[src/rtl/instruction_fetch.sv]
// instruction_fetch: drives the PC onto an asynchronous-read instruction
// memory and buffers {pc, word} pairs in a small prefetch FIFO for decode.
// Unconditional jmp words are folded here and never reach the FIFO.
// A redirect from execute (taken jez) flushes the FIFO and reloads the PC.
module instruction_fetch #(
  parameter int AW    = 13,
  parameter int DW    = 16,
  parameter int DEPTH = 2
) (
  input  logic          clk,
  input  logic          rst_n,
  output logic [AW-1:0] imem_addr,
  input  logic [DW-1:0] imem_data,
  input  logic          redirect_valid,
  input  logic [AW-1:0] redirect_pc,
  output logic          inst_valid,
  input  logic          inst_ready,
  output logic [DW-1:0] inst_data,
  output logic [AW-1:0] inst_pc
);

  // DEPTH is a power of two (2 or 4), so pointers wrap naturally.
  localparam int PW = $clog2(DEPTH);
  localparam int CW = $clog2(DEPTH + 1);
  localparam logic [2:0]    OP_JMP  = 3'b100;
  localparam logic [CW-1:0] DEPTH_C = CW'(DEPTH);

  logic [AW-1:0] pc_q, pc_d;
  logic [PW-1:0] wr_ptr_q, wr_ptr_d;
  logic [PW-1:0] rd_ptr_q, rd_ptr_d;
  logic [CW-1:0] count_q, count_d;

  logic [AW-1:0] fifo_pc_q   [DEPTH];
  logic [DW-1:0] fifo_word_q [DEPTH];

  logic pop;
  logic space;
  logic is_jmp;
  logic fetch;
  logic push;

  // Handshake and fetch decisions for this cycle.
  always_comb begin
    pop    = (count_q != '0) && inst_ready;
    space  = (count_q < DEPTH_C) || pop;
    is_jmp = (imem_data[DW-1:DW-3] == OP_JMP);
    fetch  = space && !redirect_valid;
    push   = fetch && !is_jmp;
  end

  // Next-state for PC, pointers and occupancy; redirect overrides everything.
  always_comb begin
    pc_d     = pc_q;
    wr_ptr_d = wr_ptr_q;
    rd_ptr_d = rd_ptr_q;
    count_d  = count_q;
    if (redirect_valid) begin
      // A same-cycle pop is simply absorbed by the flush.
      pc_d     = redirect_pc;
      wr_ptr_d = '0;
      rd_ptr_d = '0;
      count_d  = '0;
    end else begin
      if (fetch) begin
        // jmp is folded: the target becomes the next fetch address.
        pc_d = is_jmp ? imem_data[AW-1:0] : pc_q + AW'(1);
      end
      if (push) begin
        wr_ptr_d = wr_ptr_q + PW'(1);
      end
      if (pop) begin
        rd_ptr_d = rd_ptr_q + PW'(1);
      end
      case ({push, pop})
        2'b10:   count_d = count_q + CW'(1);
        2'b01:   count_d = count_q - CW'(1);
        default: count_d = count_q;
      endcase
    end
  end

  // Control state with asynchronous reset.
  always_ff @(posedge clk or negedge rst_n) begin
    if (!rst_n) begin
      pc_q     <= '0;
      wr_ptr_q <= '0;
      rd_ptr_q <= '0;
      count_q  <= '0;
    end else begin
      pc_q     <= pc_d;
      wr_ptr_q <= wr_ptr_d;
      rd_ptr_q <= rd_ptr_d;
      count_q  <= count_d;
    end
  end

  // FIFO payload storage; contents are only observed when count is nonzero.
  always_ff @(posedge clk) begin
    if (push) begin
      fifo_pc_q[wr_ptr_q]   <= pc_q;
      fifo_word_q[wr_ptr_q] <= imem_data;
    end
  end

  // Head presentation, forced to zero while the FIFO is empty.
  always_comb begin
    imem_addr  = pc_q;
    inst_valid = (count_q != '0);
    inst_data  = inst_valid ? fifo_word_q[rd_ptr_q] : '0;
    inst_pc    = inst_valid ? fifo_pc_q[rd_ptr_q]   : '0;
  end

endmodule

[config.mk]
export PLATFORM = sky130hd
export DESIGN_NAME = instruction_fetch
export DESIGN_NICKNAME = d
export VERILOG_FILES = /design/src/rtl/instruction_fetch.sv
export SDC_FILE = /design/constraint.sdc
export NUM_CORES = 1
export LEC_CHECK = 0
export ABC_AREA = 1
export CAP_MARGIN = 0
export CORE_AREA = 5 5 82 121
export CTS_BUF_LIST = sky130_fd_sc_hd__clkbuf_16
export DETAILED_ROUTE_END_ITERATION = 8
export DIE_AREA = 0 0 87 126
export PLACE_DENSITY = 0.66
export SLEW_MARGIN = 20
export SYNTH_ARGS = -nofsm -noshare
export SYNTH_HDL_FRONTEND = slang
export SYNTH_SLANG_ARGS = --single-unit
[constraint.sdc]
create_clock -name clk -period 3 [get_ports clk]
set_input_delay 0.6 -clock clk [delete_from_list [all_inputs] [get_ports clk]]
set_output_delay 0.6 -clock clk [all_outputs]
set_load 0.02 [all_outputs]
==> results.json <==
{
  "status": "finished, final reports clean",
  "dp_hpwl_um": 6020,
  "report.final.hold_viol_count": 0,
  "cts_buffers": 9,
  "tightest_slew_ps": 829,
  "hold_path_class": "flop to flop",
  "relSlewSlack_pct": 44.5,
  "period_share_pct": 89.8,
  "ys_seq_area_share_pct": 64.1,
  "p_leak_nw": 1.84,
  "yosys.area.top_type_share_pct": 51.5,
  "fmax_mhz": 371,
  "synth-seq-cells": 75,
  "synth_area_leaders": "edfxtp_1 51%, nand2_1 14%, dfrtp_1 13%",
  "drc": 0,
  "htreeDepth": 3,
  "power_density_nw_per_um2": 723,
  "postPlaceCellArea_um2": 4310,
  "whs_ps": 532,
  "crit_buf_inv": 3,
  "synth-async-reset-ratio_pct": 22.7,
  "io_buffers": 75,
  "antenna_found_initial": 0,
  "coreArea_um2": 8780,
  "cts_hold_buf": 0,
  "fin_util_pct": 52.1,
  "irDropWorstVdd_mv": 0.323,
  "reg2reg_to": "fifo_pc_q[0][6]",
  "synth_edf_count": 58,
  "reg2reg_from": "count_q[1]",
  "areaGrowthSynthToFinish_pct": 35.1,
  "gp_congestion": 0.792,
  "synth_area_um2": 3380,
  "cts_root_buf": "clkbuf_16",
  "critical_path_arrival_ps": 2090,
  "drtIter0Drc": 189,
  "grt_first_pass_wirelength_um": 13200,
  "num_io_pins": 76,
  "ys.flop_type": "edfxtp_1",
  "num_vias": 2668,
  "cp-end-kind": "output pin",
  "max_stage_delay_ps": 630,
  "finClkSkew_ps": 8.41,
  "gr-total-overflow": 0,
  "n_antenna_cell": 0,
  "critPathSlowestCell": "clkdlybuf4s50_1",
  "required_ps": 2400,
  "clk_path_buf_depth": 2,
  "maxCapViolations": 0,
  "initial_core_util_pct": 38.6,
  "path_max_fanout": 19,
  "track_usage_pct": 16.0,
  "critPathTopFamily": "buffers and inverters",
  "fin_tns_setup_ps": 0,
  "final_cells": 544,
  "swShare_pct": 32.0,
  "clk_latency_ps": 340,
  "worstRegToRegCells": 5,
  "setup_viol_count_final": 0,
  "cts.sinks": 75,
  "finalNetCount": 463,
  "wl_um": 8420,
  "cp_cell_sequence": "inv_1 -> buf_12 -> nand2_1 -> a21oi_1 -> clkdlybuf4s50_1",
  "dieArea_um2": 11000,
  "p_switching_w": 0.00106,
  "intPower_w": 0.00225,
  "crit_type": "flop to output pin",
  "synth.avg_cell_area_um2": 9.72,
  "cts_setup_buffers": 0,
  "final_antenna_net_count": 0,
  "hold_end": "fifo_pc_q[0][10]",
  "drive_gt1_share_pct": 7.60,
  "dp_cells": 528,
  "synth_nets": 382,
  "post-route-cell-area_um2": 4570,
  "viasPerCell": 4.90,
  "die_w_um": 87,
  "holdCritStartpoint": "imem_addr[10]",
  "yosysMostFrequentCell": "nand2_1",
  "rsz0062_at_grt": "false",
  "reg2reg_slack_ps": 1220,
  "first_pass_iters": 4,
  "grt_max_degree": 30,
  "yosysTopAreaCell": "edfxtp_1",
  "p_seq_share_pct": 42.1,
  "ctsResizeCount": 0,
  "critPathLaunch": "rd_ptr_q",
  "wire_per_inst_um": 15.5,
  "slew_viol_final": 0,
  "clockPowerShare_pct": 28.4,
  "synthCells": 348,
  "die_h_um": 126,
  "nFillCells": 791,
  "clk_pin_slew_ps": 60,
  "worstSetupStartpointType": "flop",
  "synth_commonest_cells": "124 x nand2_1, 58 x edfxtp_1, 32 x a21oi_1",
  "synth_cell_types": 25,
  "num_rows": 42,
  "yosys_warnings": 0,
  "combPwrFrac_pct": 29.5,
  "grt_pass1_vias": 2614,
  "cts_tree": "done",
  "period_minus_slack_ps": 2690,
  "hold_path_depth": 0
}
[worst max path at each step]
stage / endpoint / slack (ps) / cells past startpoint
6_report: inst_data[9] / 310 / 5
3_5_place_dp: fifo_pc_q[0][6] / 640 / 6
3_3_place_gp: fifo_pc_q[0][10] / 670 / 6
4_1_cts: inst_data[9] / 270 / 5
5_1_grt: inst_data[9] / 180 / 4
2_1_floorplan: fifo_pc_q[0][0] / 300 / 4
[sequential cells by signal, indices dropped and copies added (netlist names)]
name,cells
fifo_word_q,32
fifo_pc_q,26
imem_addr,13
count_q,2
rd_ptr_q,1
wr_ptr_q,1
[power groups by stage]
stage	Clock [W]	Combinational [W]	Sequential, W
after detailed placement	0	0.000986	0.00141
after CTS	0.000950	0.000990	0.00139
after global placement	0	0.000970	0.00141
after global routing	0.000995	0.00106	0.00141
final	0.000939	0.000974	0.00139
after floorplan	0	0.000484	0.00143
[cell families after synthesis]
logic type                 share of synthesized area (%)
muxes                                              0.592
buffers and inverters                               4.62
AOI/OAI and AO/OA                                   8.84
and+or+nand+nor                                     21.0
xor gates and xnor gates                           0.518
DFF                                                 64.1
adders and majority gates                          0.370
[per-stage QoR]
step	power (W)	setup WS (ps)
finish	0.00331	305
global route	0.00346	176
CTS	0.00333	266
detailed placement	0.00240	643
global placement	0.00238	670
floorplan	0.00191	297
[area by class of cell]
class	count	area [um2]	share of cell area (%)
Sequential cell	75	2170	47.4
Clock inverter	7	35.0	0.767
Timing Repair Buffer	83	836	18.3
Tap cell	110	138	3.01
Inverter	27	101	2.22
Multi-Input combinational cell	233	1070	23.4
Clock buffer	9	225	4.93
[metal layers]
layer  up-vias  global-route usage, %  part of all wire [%]
li1       1322                      -                     -
met3        12                   3.27                   5.7
met5         -                      0                     0
met4         0                   7.71                   2.2
met2        91                   27.0                    53
met1      1243                   19.0                    39
[layout by cell type (no fill, tap or decap), types with 3 or more instances in the layout]
master / count
clkdlybuf4s50_1: 75
nand3_1: 16
dfrtp_1: 17
nor2_2: 3
nand4_1: 4
edfxtp_1: 58
buf_4: 6
nor2_1: 18
nand2_1: 124
o21bai_1: 3
a21oi_1: 32
clkbuf_16: 9
o21ai_0: 16
clkinv_2: 4
inv_1: 25
o211ai_1: 3
Power figures use the tool's default switching activity.
